[config.mk]
export PLATFORM = sky130hd
export DESIGN_NAME = div32_seq
export DESIGN_NICKNAME = d
export VERILOG_FILES = /design/src/rtl/div32_seq.sv
export SDC_FILE = /design/constraint.sdc
export NUM_CORES = 1
export LEC_CHECK = 0
export ABC_AREA = 0
export BUFFER_PORTS_ARGS = -buffer_cell sky130_fd_sc_hd__buf_4
export CORE_ASPECT_RATIO = 0.75
export CORE_MARGIN = 1
export CORE_UTILIZATION = 55
export DETAILED_ROUTE_END_ITERATION = 6
export HOLD_SLACK_MARGIN = 0.1
export PLACE_DENSITY = 0.81
export REMOVE_ABC_BUFFERS = 1
export SLEW_MARGIN = 40
export SYNTH_ARGS = -nofsm -noshare
export SYNTH_HDL_FRONTEND = slang
export SYNTH_SLANG_ARGS = --single-unit
export TNS_END_PERCENT = 5
[constraint.sdc]
create_clock -name clk -period 3.7 [get_ports clk]
set_input_delay 0.555 -clock clk [delete_from_list [all_inputs] [get_ports clk]]
set_output_delay 0.555 -clock clk [all_outputs]
set_load 0.005 [all_outputs]
[src/rtl/div32_seq.sv]
// rtl/div32_seq.sv - sequential restoring shift-subtract integer divider
//
// Purpose:
//   Divides dividend by divisor one quotient bit per clock using restoring
//   trial subtraction. A start/busy/done handshake lets the controller issue
//   a division and collect the quotient and remainder WIDTH+1 cycles later.
//   A zero divisor short-circuits to a one-cycle completion with
//   quotient = all-ones, remainder = dividend and div_by_zero = 1.
//
// Configuration macro:
//   DIV32_SIGNED_EN - when defined, is_signed=1 selects two's-complement
//                     division (truncation toward zero, remainder takes the
//                     dividend's sign). When undefined, is_signed is ignored
//                     and no sign logic is built. Latency is identical.
//
// Ports:
//   clk          in   1      clock, rising edge
//   rst          in   1      synchronous active-high reset
//   start        in   1      request a division, sampled only while busy=0
//   dividend     in   WIDTH  numerator, captured on accepted start
//   divisor      in   WIDTH  denominator, captured on accepted start
//   is_signed    in   1      two's-complement mode select (signed build only)
//   busy         out  1      operation in progress or completing
//   done         out  1      one-cycle pulse, results valid from this cycle
//   quotient     out  WIDTH  registered quotient
//   remainder    out  WIDTH  registered remainder
//   div_by_zero  out  1      captured divisor was zero

module div32_seq #(
    parameter int WIDTH = 32
) (
    input  logic             clk,
    input  logic             rst,
    input  logic             start,
    input  logic [WIDTH-1:0] dividend,
    input  logic [WIDTH-1:0] divisor,
    input  logic             is_signed,
    output logic             busy,
    output logic             done,
    output logic [WIDTH-1:0] quotient,
    output logic [WIDTH-1:0] remainder,
    output logic             div_by_zero
);

    localparam int CW = $clog2(WIDTH) + 1;
    localparam logic [CW-1:0] LAST_ITER = CW'(WIDTH - 1);

    typedef enum logic [1:0] {
        S_IDLE = 2'd0,
        S_RUN  = 2'd1,
        S_FIN  = 2'd2
    } state_t;

    state_t           state_q, state_d;
    logic [CW-1:0]    cnt_q, cnt_d;
    logic [WIDTH:0]   prem_q, prem_d;     // partial remainder R
    logic [WIDTH-1:0] shq_q, shq_d;       // dividend/quotient shift register Q
    logic [WIDTH-1:0] dsr_q, dsr_d;       // divisor magnitude D
    logic [WIDTH-1:0] quo_q, quo_d;
    logic [WIDTH-1:0] rmd_q, rmd_d;
    logic             dbz_q, dbz_d;

    logic [WIDTH-1:0] mag_dividend;
    logic [WIDTH-1:0] mag_divisor;

    // One restoring iteration, evaluated combinationally from the current state.
    logic [WIDTH:0]   prem_shift;
    logic [WIDTH:0]   trial;
    logic             q_bit;
    logic [WIDTH:0]   prem_next;
    logic [WIDTH-1:0] shq_next;
    logic [WIDTH-1:0] quo_final;
    logic [WIDTH-1:0] rmd_final;

`ifdef DIV32_SIGNED_EN
    logic neg_quo_q, neg_quo_d;
    logic neg_rmd_q, neg_rmd_d;
    logic dividend_neg;
    logic divisor_neg;

    // Magnitudes are taken at capture; -2^(WIDTH-1) maps to itself, which is
    // the correct unsigned magnitude, so the overflow case needs no special path.
    assign dividend_neg = is_signed & dividend[WIDTH-1];
    assign divisor_neg  = is_signed & divisor[WIDTH-1];
    assign mag_dividend = dividend_neg ? -dividend : dividend;
    assign mag_divisor  = divisor_neg  ? -divisor  : divisor;
`else
    logic unused_is_signed;

    assign unused_is_signed = is_signed;
    assign mag_dividend     = dividend;
    assign mag_divisor      = divisor;
`endif

    assign prem_shift = {prem_q[WIDTH-1:0], shq_q[WIDTH-1]};
    assign trial      = prem_shift - {1'b0, dsr_q};
    // A clear borrow bit means the trial subtraction fit: keep it and emit a 1.
    assign q_bit      = ~trial[WIDTH];
    assign prem_next  = q_bit ? trial : prem_shift;
    assign shq_next   = {shq_q[WIDTH-2:0], q_bit};

`ifdef DIV32_SIGNED_EN
    assign quo_final = neg_quo_q ? -shq_next : shq_next;
    assign rmd_final = neg_rmd_q ? -prem_next[WIDTH-1:0] : prem_next[WIDTH-1:0];
`else
    assign quo_final = shq_next;
    assign rmd_final = prem_next[WIDTH-1:0];
`endif

    always_comb begin
        state_d = state_q;
        cnt_d   = cnt_q;
        prem_d  = prem_q;
        shq_d   = shq_q;
        dsr_d   = dsr_q;
        quo_d   = quo_q;
        rmd_d   = rmd_q;
        dbz_d   = dbz_q;
`ifdef DIV32_SIGNED_EN
        neg_quo_d = neg_quo_q;
        neg_rmd_d = neg_rmd_q;
`endif

        unique case (state_q)
            S_IDLE: begin
                if (start) begin
                    cnt_d  = '0;
                    prem_d = '0;
                    shq_d  = mag_dividend;
                    dsr_d  = mag_divisor;
`ifdef DIV32_SIGNED_EN
                    neg_quo_d = dividend_neg ^ divisor_neg;
                    neg_rmd_d = dividend_neg;
`endif
                    if (divisor == '0) begin
                        // Zero divisor completes immediately; results are
                        // loaded now so they are visible in the done cycle.
                        state_d = S_FIN;
                        quo_d   = '1;
                        rmd_d   = dividend;
                        dbz_d   = 1'b1;
                    end else begin
                        state_d = S_RUN;
                        quo_d   = '0;
                        rmd_d   = '0;
                        dbz_d   = 1'b0;
                    end
                end
            end

            S_RUN: begin
                prem_d = prem_next;
                shq_d  = shq_next;
                cnt_d  = cnt_q + 1'b1;
                if (cnt_q == LAST_ITER) begin
                    // Final iteration writes the results straight from the
                    // combinational step so they are valid on entry to FIN.
                    state_d = S_FIN;
                    quo_d   = quo_final;
                    rmd_d   = rmd_final;
                end
            end

            S_FIN: begin
                state_d = S_IDLE;
            end

            default: begin
                state_d = S_IDLE;
            end
        endcase
    end

    always_ff @(posedge clk) begin
        if (rst) begin
            state_q <= S_IDLE;
            cnt_q   <= '0;
            prem_q  <= '0;
            shq_q   <= '0;
            dsr_q   <= '0;
            quo_q   <= '0;
            rmd_q   <= '0;
            dbz_q   <= 1'b0;
`ifdef DIV32_SIGNED_EN
            neg_quo_q <= 1'b0;
            neg_rmd_q <= 1'b0;
`endif
        end else begin
            state_q <= state_d;
            cnt_q   <= cnt_d;
            prem_q  <= prem_d;
            shq_q   <= shq_d;
            dsr_q   <= dsr_d;
            quo_q   <= quo_d;
            rmd_q   <= rmd_d;
            dbz_q   <= dbz_d;
`ifdef DIV32_SIGNED_EN
            neg_quo_q <= neg_quo_d;
            neg_rmd_q <= neg_rmd_d;
`endif
        end
    end

    assign busy        = (state_q != S_IDLE);
    assign done        = (state_q == S_FIN);
    assign quotient    = quo_q;
    assign remainder   = rmd_q;
    assign div_by_zero = dbz_q;

endmodule

== Word-level counts from Yosys, hierarchy flattened ==
Cells that the tools add are included.

* Output and inout bits: 67
* Register bits: 169
* Word-level logic and storage cells: 44
* Input port bits: 68

* Muxes and demuxes: 20
* Eq/ne operators: 5
* Bitwise gates (word level): 1
* $add $sub $neg: 2
* Reductions and logical operators: 8

{| class="wikitable"
|+ Operators by type and width
! kind !! count
|-
| 32-bit 2-to-1 mux || 9
|-
| 32-bit one-hot mux with 2 select lines || 4
|-
| 33-bit by 32-bit subtractor with 33-bit output || 1
|-
| 32-bit zero test || 1
|-
| 6-bit one-hot mux with 2 select lines || 1
|-
| 6-bit by 1-bit adder with 6-bit output (second input constant) || 1
|-
| 6-bit by 5-bit equality test with 1-bit output (second input constant) || 1
|-
| 2-bit 2-to-1 mux || 3
|-
| 6-bit 2-to-1 mux || 1
|-
| 2-bit AND reduction || 3
|-
| 2-bit inequality test (second input constant) || 2
|-
| 2-bit one-hot mux with 2 select lines || 1
|-
| 2-bit nonzero test || 2
|-
| 3-bit AND reduction || 1
|-
| 2-bit by 1-bit equality test with 1-bit output (second input constant) || 1
|-
| 2-bit equality test (second input constant) || 1
|-
| 2-bit zero test || 1
|-
| 1-bit 2-to-1 mux || 1
|-
| 1-bit NOT || 1
|}

== Depth between registers and ports, before layout ==
Gate-level depths: netlist of the first run.

* Depth after elaboration: 4
* Gate-level depth with buffers: 15

== Worst setup path after synthesis of the first run ==
No wires, ideal clock.

* Path kind: reg-to-reg
* From: register shq_q[31]
* To: register rmd_q[1] (netlist: remainder[1])
* Period minus slack after synthesis: 2.815 ns
* Arrival: 2.677 ns
* Stages on the path, launching flop included: 14
* Required time: 3.562 ns
* Slack: 0.885 ns
* Setup time: 0.138 ns
* Path buffers: 0
* Path through: dfxtp_1 > inv_1 > ha_1 > inv_1 > fa_1 > a211oi_2 > o21ai_2 > o2111ai_2 > a21oi_2 > a31oi_4 > xnor2_2 > mux2_2 > a221oi_2 > nor3_1

* Word-level cells in the longest chain between the ends: 4

{| class="wikitable"
|+ RTL lines
! element !! RTL line !! RTL
|-
| from (decl) || 57 || <nowiki>logic [WIDTH-1:0] shq_q, shq_d;</nowiki>
|-
| from (signal assigned) || 192 || <nowiki>shq_q <= shq_d;</nowiki>
|-
| 33-bit by 32-bit subtractor with 33-bit output || 96 || <nowiki>assign trial = prem_shift - {1'b0, dsr_q};</nowiki>
|-
| 32-bit 2-to-1 mux || 99 || <nowiki>assign prem_next = q_bit ? trial : prem_shift;</nowiki>
|-
| 32-bit 2-to-1 mux || 155 || <nowiki>if (cnt_q == LAST_ITER) begin</nowiki>
|-
| 32-bit one-hot mux with 2 select lines || 124 || <nowiki>unique case (state_q)</nowiki>
|-
| to (signal assigned) || 195 || <nowiki>rmd_q <= rmd_d;</nowiki>
|-
| to (decl) || 60 || <nowiki>logic [WIDTH-1:0] rmd_q, rmd_d;</nowiki>
|}

No other way between the ends. The select of a mux whose other input is x is not followed.
A chain may end at the register's enable or synchronous reset.

== Worst setup path after layout of the first run ==
* From: register shq_q[31]
* To: register rmd_q[16] (netlist: remainder[16])

The elaborated chain is that of the path after synthesis.

==> run_results.csv, run 1 <==
group,metric,value,unit
detailed_routing,drc_errors,0,
power_and_ir_drop,p_clk_share,23.8,%
global_route,grt_antenna_before_repair,0,
global_route,grt_max_degree,55,
clock_tree,cts_buffers,17,
floorplanning,ios,135,
synth,yosysSeqAreaShare,38.37,%
synth,synth_cells,1116,
floorplanning,start_util,57.01,%
synth,synthMuxAreaShare,1.277,%
global_route,grtUsageTotal,30.69,%
sta,worst_pin_slew,0.8406,ns
synth,synthFlopType,"dfxtp_1",
worst_hold_path,min_path_cells,3,
sta,setup_viol,0,
power_and_ir_drop,power_frac_seq,29.9,%
power_and_ir_drop,combPwrFrac,46.3,%
critical_path,required,4.06,ns
detailed_routing,vias,8450,
critical_path,r2r_cells,13,
power_and_ir_drop,p_int,4.472,mW
synth,synth_top_cell_area_share,38.37,%
clock_tree,ctsResizeCount,0,
critical_path,crit_arrival,3.58,ns
synth,synthTopCellsByCount,"nand2_1 (226), dfxtp_1 (169), a21oi_1 (117)",
clock_tree,cts_tree,"done",
clock_tree,clkTransAtPathRegs,0.08,ns
detailed_routing,wl_per_cell,17.33,um
clock_tree,clock_path_buffers,2,
synth,synth-compound-area-share,26.96,%
clock_tree,cts_sinks,169,
detailed_routing,drt_iter0_drc,927,
critical_path,path_class,"register to register",
global_route,globalRouteOverflowTotal,0,
finish,fin_util,67.89,%
job,drv_cap,0,
finish,synthToLayoutAreaGrowth,19.08,%
power_and_ir_drop,ir_worst_vdd,0.0003876,V
sta,tns,0,ns
placement,place_ws,0.5291,ns
synth,synth-simple-area-share,19.49,%
critical_path,slowest_stage,"o41a_1",
synth,ys_async_sr_fraction,0,%
critical_path,crit_path_start_kind,"register",
sta,skew,0.01324,ns
finish,stdcell_area,0.01050,mm^2
global_route,grt_pass1_vias,7616,
finish,drive_gt1_share,19.72,%
power_and_ir_drop,switching_share,41.16,%
critical_path,cp_max_fo,25,
placement,postPlaceCellArea,0.009917,mm^2
clock_tree,clk_latency,0.44,ns
floorplanning,fp-row-count,39,
synth,ys_ff_latch,169,
sta,rsz0062_at_grt,"false",
sta,hold-worst-slack,0.3641,ns
critical_path,cpPeakStageDelay,0.49,ns
sta,period_share,87.04,%
clock_tree,root_buffer,"clkbuf_16",
placement,port_buffers,133,
critical_path,path_cells,"inv_1 -> ha_1 -> inv_1 -> fa_1 -> a211oi_2 -> o21ai_2 -> o2111ai_2 -> a21oi_2 -> a31oi_4 -> xor2_4 -> buf_4 -> o41a_1 -> a211oi_2",
sta,fmax,310.5,MHz
clock_tree,cts_setup_buffers,0,
outcome,status,"finished clean",
power_and_ir_drop,total_power,7.601,mW
synth,synth_top_area_cell,"dfxtp_1",
placement,dp.cells,1395,
detailed_routing,drtPass1Iterations,6,
clock_tree,post_cts_hold_buffer_count,0,
sta,slew_viol_final,0,
sta,setup_slack,0.4795,ns
synth,synth_edf_count,0,
synth,syn_area,0.008818,mm^2
synth,yosysMostFrequentCell,"nand2_1",
power_and_ir_drop,p_per_area,723.8,mW/mm^2
synth,synthTopCellsByArea,"dfxtp_1 (38%), nand2_1 (9.6%), a21oi_1 (6.6%)",
synth,synth_cell_types,66,
finish,n_antenna_cell,0,
synth,ys.warnings.count,0,
power_and_ir_drop,p_sw,3.128,mW
floorplanning,die_w,148.2,um
detailed_routing,via_per_inst,5.922,
clock_tree,htreeDepth,4,
sta,finalHoldViolations,0,
worst_hold_path,hp-class,"input port to register",
sta,max-slew-margin-rel,43.76,%
critical_path,crit_path_end_kind,"register",
power_and_ir_drop,p_leak,4.128,nW
detailed_routing,ant_nets,0,
floorplanning,dieArea,0.01655,mm^2
synth,synth-xor-area-share,3.079,%
sta,fin_crit,3.220,ns
finish,finalNetCount,1311,
floorplanning,core_area,0.01547,mm^2
floorplanning,die-height,111.7,um
finish,fin_cells,1427,
placement,routabilityCongestion,0.9851,
detailed_routing,wirelength,24730,um
synth,syn_area_per_cell,7.902,um^2
synth,synth_top_family_by_area,"compound AO/OA/AOI/OAI gates",
global_route,grt_first_pass_wirelength,40150,um
synth,synth_fa_ha_area_share,4.909,%
placement,hpwl,17850,um
final timing paths:
path	startpoint	endpoint	slack [ns]
setup / recovery	shq_q[31]$_SDFFE_PP0P_	remainder[16]$_SDFFE_PP0P_	0.48
hold / removal	divisor[20]	dsr_q[20]$_SDFFE_PP0P_	0.36
setup reg to reg	shq_q[31]$_SDFFE_PP0P_	remainder[16]$_SDFFE_PP0P_	0.48
hold reg to reg	dsr_q[10]$_SDFFE_PP0P_	dsr_q[10]$_SDFFE_PP0P_	0.46
flip-flops by register name, indices dropped and copies added, names as in the netlist:
signal	cells
dsr_q	32
prem_q	32
quotient	32
remainder	32
shq_q	32
cnt_q	6
state_q	2
div_by_zero	1
worst max-delay path, delay by kind of cell, from the launching register on:
| family | cells | cell delay (ns) |
|---|---|---|
| adder cells (fa/ha/maj) | 2 | 0.59 |
| XOR/XNOR | 1 | 0.10 |
| buffers and inverters | 3 | 0.36 |
| AO/OA/AOI/OAI | 7 | 1.75 |
| flip-flops | 1 | 0.33 |
placed cells by master (no fill, tap or decap), types with 5 or more instances in the layout:
cell type  instances
a211oi_1          15
a211oi_2          17
a21o_1             8
a21oi_1          117
a311oi_1          39
a31oi_1           39
a31oi_2           10
and3_1             8
buf_4            155
clkbuf_16         17
dfxtp_1          169
ha_1              33
inv_1             44
mux2i_1            9
nand2_1          226
nand2b_1           5
nand3_1           11
nand4_1            8
nor2_1            96
nor2b_1            5
nor3_1            26
nor4_1             8
o211ai_1           7
o21a_1             9
o21ai_0           34
o21ai_1            5
o21bai_1           6
xnor2_1           15
xor2_1            11
logic make-up after synthesis:
| kind of cell | Yosys count |
|---|---|
| simple gates | 411 |
| compound gates | 338 |
| flops | 169 |
| buf+inv | 125 |
| fa+ha+maj | 34 |
| xor+xnor | 28 |
| mux | 11 |
per-layer routing:
layer	wire length, um	GRT usage (%)
met5	0	0
met4	265	7.698
met3	2445	6.967
met2	9807	43.00
met1	12210	46.72
cell type report:
type | instances | area (um^2)
well taps | 205 | 256.5
clock inverters | 14 | 155.1
flip-flops and latches | 169 | 3383
inverters | 44 | 165.2
repair buffers | 155 | 1164
fillers | 1277 | 4967
clock buffers | 18 | 429.2
multi-input cells | 822 | 4949
power by group through the flow:
stage | logic (mW) | clock network, mW | registers, mW
after floorplan | 2.46 | 0 | 2.26
after global placement | 3.42 | 0 | 2.29
after detailed placement | 3.45 | 0 | 2.30
after CTS | 3.47 | 1.81 | 2.26
after global routing | 3.86 | 1.89 | 2.30
final | 3.52 | 1.81 | 2.27
(Power assumes the default switching activity.)
==> run 2, diff against run 1 <==
--- a/config.mk
+++ b/config.mk
@@ -9,10 +9,10 @@
 export BUFFER_PORTS_ARGS = -buffer_cell sky130_fd_sc_hd__buf_4
 export CORE_ASPECT_RATIO = 0.75
 export CORE_MARGIN = 1
-export CORE_UTILIZATION = 55
+export CORE_UTILIZATION = 40
 export DETAILED_ROUTE_END_ITERATION = 6
-export HOLD_SLACK_MARGIN = 0.1
-export PLACE_DENSITY = 0.81
+export HOLD_SLACK_MARGIN = 0.06
+export PLACE_DENSITY = 0.63
 export REMOVE_ABC_BUFFERS = 1
 export SLEW_MARGIN = 40
 export SYNTH_ARGS = -nofsm -noshare
==> run_results.csv, run 2 (synthesized netlist as in run 1, its figures left out) <==
group,metric,value,unit
floorplanning,core_area,0.02135,mm^2
finish,synthToLayoutAreaGrowth,20.35,%
power_and_ir_drop,p_leak,4.119,nW
critical_path,cpPeakStageDelay,0.44,ns
finish,stdcell_area,0.01061,mm^2
placement,postPlaceCellArea,0.01003,mm^2
critical_path,path_buf_inv,3,
detailed_routing,ant_nets,0,
global_route,grtUsageTotal,22.66,%
critical_path,rrSetupSlack,0.36,ns
critical_path,cp_max_fo,9,
critical_path,regToRegEndpoint,"remainder[31]$_SDFFE_PP0P_",
detailed_routing,drc_errors,0,
sta,period_share,90.28,%
sta,setup_viol,0,
power_and_ir_drop,ir_worst_vdd,0.0004238,V
clock_tree,cts_setup_buffers,0,
floorplanning,die-height,130.6,um
clock_tree,ctsResizeCount,0,
critical_path,crit_arrival,3.67,ns
outcome,status,"finished clean",
global_route,grt_max_degree,90,
clock_tree,root_buffer,"clkbuf_16",
sta,setup_slack,0.3596,ns
placement,dp.cells,1472,
placement,place_ws,0.4003,ns
critical_path,slowest_stage,"fa_1",
finish,finalNetCount,1305,
finish,n_antenna_cell,0,
critical_path,cpMostUsedCell,"inv_1",
critical_path,required,4.03,ns
detailed_routing,drtPass1Iterations,6,
sta,slew_viol_final,0,
clock_tree,clk_latency,0.44,ns
placement,port_buffers,133,
sta,rsz0062_at_grt,"false",
worst_hold_path,hp-class,"input port to register",
job,drv_cap,0,
sta,max-slew-margin-rel,43.76,%
worst_hold_path,worstHoldEndpoint,"dsr_q[16]$_SDFFE_PP0P_",
detailed_routing,wl_per_cell,16.98,um
critical_path,critical-path-top-delay-family,"compound AO/OA/AOI/OAI gates",
global_route,grt_first_pass_wirelength,40480,um
floorplanning,fp-row-count,46,
global_route,globalRouteOverflowTotal,0,
finish,register_area,0.003383,mm^2
sta,worst_pin_slew,0.8405,ns
critical_path,timing.rr.start,"shq_q[31]$_SDFFE_PP0P_",
placement,hpwl,18230,um
critical_path,path_cells,"inv_1 -> ha_1 -> inv_1 -> fa_1 -> a211oi_2 -> o21ai_2 -> o2111ai_2 -> a21oi_2 -> a31oi_4 -> xnor2_2 -> buf_4 -> mux2i_1 -> a2111oi_2",
critical_path,path_class,"register to register",
clock_tree,cts_tree,"done",
clock_tree,post_cts_hold_buffer_count,0,
finish,fin_util,49.70,%
worst_hold_path,min_path_cells,3,
detailed_routing,wirelength,25520,um
finish,layout_commonest_cell,"nand2_1",
clock_tree,clkTransAtPathRegs,0.07,ns
detailed_routing,via_per_inst,5.479,
global_route,grt_pass1_vias,7357,
detailed_routing,vias,8235,
sta,skew,0.01475,ns
critical_path,crit_path_end_kind,"register",
power_and_ir_drop,p_per_area,720.8,mW/mm^2
worst_hold_path,holdCritStartpoint,"divisor[16]",
global_route,grt_antenna_before_repair,0,
finish,multi_input_area,0.004949,mm^2
placement,routabilityCongestion,0.9131,
finish,fin_cells,1503,
finish,n_fill_cell,2163,
detailed_routing,drt_iter0_drc,729,
clock_tree,cts_buffers,17,
floorplanning,die_w,173.5,um
power_and_ir_drop,total_power,7.649,mW
sta,tns,0,ns
sta,fin_crit,3.340,ns
finish,mostFrequentLayoutCells,"nand2_1 (226), dfxtp_1 (169), buf_4 (145)",
floorplanning,start_util,41.30,%
finish,drive_gt1_share,19.26,%
clock_tree,clock_path_buffers,2,
clock_tree,cts_sinks,169,
floorplanning,ios,135,
sta,hold-worst-slack,0.3732,ns
sta,finalHoldViolations,0,
floorplanning,dieArea,0.02265,mm^2
critical_path,r2r_cells,13,
clock_tree,htreeDepth,4,
sta,fmax,299.4,MHz
critical_path,crit_path_start_kind,"register",
run 2: how the worst max path moves through the flow:
stage                            start  slack [ns]  cells past startpoint                          to
2_1_floorplan  state_q[1]$_SDFFE_PP0P_       -3.17                      4    quotient[0]$_SDFFE_PP0P_
3_3_place_gp    shq_q[31]$_SDFFE_PP0P_        0.48                     13  remainder[31]$_SDFFE_PP0P_
3_5_place_dp    shq_q[31]$_SDFFE_PP0P_        0.40                     13  remainder[31]$_SDFFE_PP0P_
4_1_cts         shq_q[31]$_SDFFE_PP0P_        0.37                     13  remainder[31]$_SDFFE_PP0P_
5_1_grt         shq_q[31]$_SDFFE_PP0P_        0.14                     13  remainder[31]$_SDFFE_PP0P_
6_report        shq_q[31]$_SDFFE_PP0P_        0.36                     13  remainder[31]$_SDFFE_PP0P_
run 2: layer usage:
| layer | GRT usage (%) | wire length, um | vias up |
|---|---|---|---|
| met5 | 0 | 0 | - |
| li1 | - | - | 4127 |
| met4 | 4.945 | 184 | 0 |
| met3 | 4.398 | 1689 | 14 |
| met2 | 32.13 | 10350 | 259 |
| met1 | 34.82 | 13300 | 3835 |
run 2: area by class of cell:
cell class / instances / share of cell area [%]
repair buffers: 149 / 11.01
inverters: 44 / 1.556
multi-input cells: 822 / 46.63
clock buffers: 18 / 4.044
clock inverters: 13 / 1.485
well taps: 288 / 3.395
flip-flops and latches: 169 / 31.88
run 2: power breakdown:
part,internal [mW],switching (mW),leakage [nW],total (mW)
Sequential,2.08,0.190,1.38,2.27
Combinational,1.45,2.09,2.45,3.54
Clock,1.01,0.824,0.284,1.84
run 2: tightest hold or removal path: stages:
cell	delay (ns)
buf_4	0.11
nand2_1	0.05
a21oi_1	0.05
==> run 3, diff against run 2 <==
--- a/config.mk
+++ b/config.mk
@@ -7,12 +7,13 @@
 export LEC_CHECK = 0
 export ABC_AREA = 0
 export BUFFER_PORTS_ARGS = -buffer_cell sky130_fd_sc_hd__buf_4
+export CAP_MARGIN = 30
 export CORE_ASPECT_RATIO = 0.75
-export CORE_MARGIN = 1
+export CORE_MARGIN = 3
 export CORE_UTILIZATION = 40
 export DETAILED_ROUTE_END_ITERATION = 6
 export HOLD_SLACK_MARGIN = 0.06
-export PLACE_DENSITY = 0.63
+export PLACE_DENSITY = 0.65
 export REMOVE_ABC_BUFFERS = 1
 export SLEW_MARGIN = 40
 export SYNTH_ARGS = -nofsm -noshare
==> constraint.sdc (replaced) <==
create_clock -name clk -period 2.8 [get_ports clk]
set_input_delay 0.42 -clock clk [delete_from_list [all_inputs] [get_ports clk]]
set_output_delay 0.42 -clock clk [all_outputs]
set_load 0.005 [all_outputs]
==> run_results.csv, run 3 (synthesized netlist as in run 1, its figures left out) <==
group,metric,value,unit
global_route,grt_pass1_vias,7696,
critical_path,rrSetupSlack,-0.15,ns
worst_hold_path,worstHoldEndpoint,"dsr_q[24]$_SDFFE_PP0P_",
finish,layout_commonest_cell,"buf_4",
placement,port_buffers,133,
clock_tree,htreeDepth,4,
worst_hold_path,holdCritStartpoint,"divisor[24]",
clock_tree,cts_sinks,169,
finish,synthToLayoutAreaGrowth,31.94,%
floorplanning,dieArea,0.02388,mm^2
sta,period_share,105.4,%
clock_tree,clk_latency,0.44,ns
placement,routabilityCongestion,0.9320,
outcome,status,"finished with violations",
power_and_ir_drop,p_leak,4.653,nW
clock_tree,cts_buffers,17,
placement,place_ws,-0.2021,ns
outcome,violations,"negative setup slack",
sta,worst_pin_slew,0.5915,ns
sta,slew_viol_final,0,
detailed_routing,drt_iter0_drc,792,
global_route,globalRouteOverflowTotal,0,
finish,n_fill_cell,2021,
floorplanning,die-height,134.6,um
critical_path,regToRegEndpoint,"remainder[1]$_SDFFE_PP0P_",
global_route,grt_max_degree,103,
floorplanning,die_w,177.5,um
clock_tree,cts_tree,"done",
worst_hold_path,min_path_cells,3,
global_route,grtUsageTotal,22.09,%
finish,finalNetCount,1399,
floorplanning,core_area,0.02141,mm^2
sta,hold-worst-slack,0.2425,ns
critical_path,required,3.12,ns
critical_path,crit_path_end_kind,"register",
global_route,grt_antenna_before_repair,0,
sta,max-slew-margin-rel,60.57,%
clock_tree,clock_path_buffers,2,
detailed_routing,via_per_inst,5.402,
global_route,grt_first_pass_wirelength,41950,um
critical_path,r2r_cells,14,
critical_path,path_class,"register to register",
power_and_ir_drop,p_per_area,1004,mW/mm^2
finish,drive_gt1_share,28.09,%
clock_tree,post_cts_hold_buffer_count,0,
detailed_routing,drtPass1Iterations,5,
detailed_routing,wl_per_cell,16.84,um
sta,skew,0.01817,ns
sta,setup_viol,43,
finish,multi_input_area,0.005172,mm^2
floorplanning,ios,135,
power_and_ir_drop,ir_worst_vdd,0.0005118,V
critical_path,crit_path_start_kind,"register",
finish,mostFrequentLayoutCells,"buf_4 (232), nand2_1 (225), dfxtp_1 (167)",
worst_hold_path,hp-class,"input port to register",
critical_path,cp_max_fo,4,
floorplanning,start_util,41.19,%
critical_path,timing.rr.start,"shq_q[31]$_SDFFE_PP0P_",
sta,fmax,338.7,MHz
job,drv_cap,0,
finish,register_area,0.003386,mm^2
detailed_routing,wirelength,26910,um
power_and_ir_drop,total_power,11.68,mW
finish,n_antenna_cell,0,
detailed_routing,vias,8633,
sta,finalHoldViolations,0,
detailed_routing,ant_nets,0,
clock_tree,root_buffer,"clkbuf_16",
placement,hpwl,19430,um
floorplanning,fp-row-count,46,
clock_tree,clkTransAtPathRegs,0.07,ns
sta,setup_slack,-0.1522,ns
sta,rsz0062_at_grt,"true",
sta,fin_crit,2.952,ns
critical_path,crit_arrival,3.27,ns
detailed_routing,drc_errors,0,
[run 3: timing repair]
action,in CTS,in global routing
resized for setup,29,31
setup buffers,5,1
gates cloned,2,0
setup endpoints to repair,64,66
pin swaps,18,23
[run 3: per-stage QoR]
stage / setup TNS, ns / cells / util (%) / instance area [um^2]
after CTS: -5.380 / 1598 / 53.68 / 11490
final: -1.886 / 1598 / 54.34 / 11630
after floorplan: -384.53 / 1035 / - / 8462
after global routing: -11.61 / 1598 / 54.34 / 11630
after detailed placement: -4.821 / 1559 / 49.99 / 10700
after global placement: -2.971 / 1559 / 49.99 / 10700
[run 3: power by group]
group | switching (mW) | internal, mW
registers | 0.240 | 2.75
logic | 3.30 | 2.93
clock network | 1.11 | 1.36
total | 4.65 | 7.03
[run 3: worst max-delay path by stage]
stage | from | end | slack (ns) | cells past startpoint
6_report | shq_q[31]$_SDFFE_PP0P_ | remainder[1]$_SDFFE_PP0P_ | -0.15 | 14
5_1_grt | shq_q[31]$_SDFFE_PP0P_ | remainder[23]$_SDFFE_PP0P_ | -0.27 | 15
4_1_cts | shq_q[31]$_SDFFE_PP0P_ | remainder[1]$_SDFFE_PP0P_ | -0.17 | 14
3_5_place_dp | shq_q[31]$_SDFFE_PP0P_ | remainder[31]$_SDFFE_PP0P_ | -0.20 | 13
3_3_place_gp | shq_q[31]$_SDFFE_PP0P_ | remainder[31]$_SDFFE_PP0P_ | -0.17 | 13
2_1_floorplan | state_q[1]$_SDFFE_PP0P_ | quotient[0]$_SDFFE_PP0P_ | -4.07 | 4
[run 3: layer usage]
| metal | vias up | share of wire [%] | GRT usage [%] | wire length, um |
|---|---|---|---|---|
| li1 | 4331 | - | - | - |
| met1 | 3997 | 50 | 34.03 | 13480 |
| met2 | 280 | 41 | 30.75 | 10960 |
| met3 | 25 | 7.9 | 5.115 | 2119 |
| met4 | 0 | 1.3 | 5.449 | 350 |
| met5 | - | 0 | 0 | 0 |
[run 3: area by class of cell]
| class | count | share of cell area [%] |
|---|---|---|
| clock buffers | 18 | 3.689 |
| clock inverters | 14 | 1.527 |
| inverters | 44 | 1.420 |
| multi-input cells | 822 | 44.46 |
| flip-flops and latches | 169 | 29.10 |
| well taps | 288 | 3.097 |
| repair buffers | 243 | 16.71 |
[run 3: critical path, cell delays in order (launching register included)]
cell and delay, ns:
dfxtp_2 0.33, inv_2 0.06, ha_4 0.12, inv_2 0.03
fa_2 0.36, a211oi_2 0.20, o21ai_2 0.09, o2111ai_2 0.25
a21oi_2 0.13, a31oi_4 0.31, buf_12 0.15, xnor2_4 0.16
mux2_4 0.36, a221oi_2 0.23, nor3_1 0.06
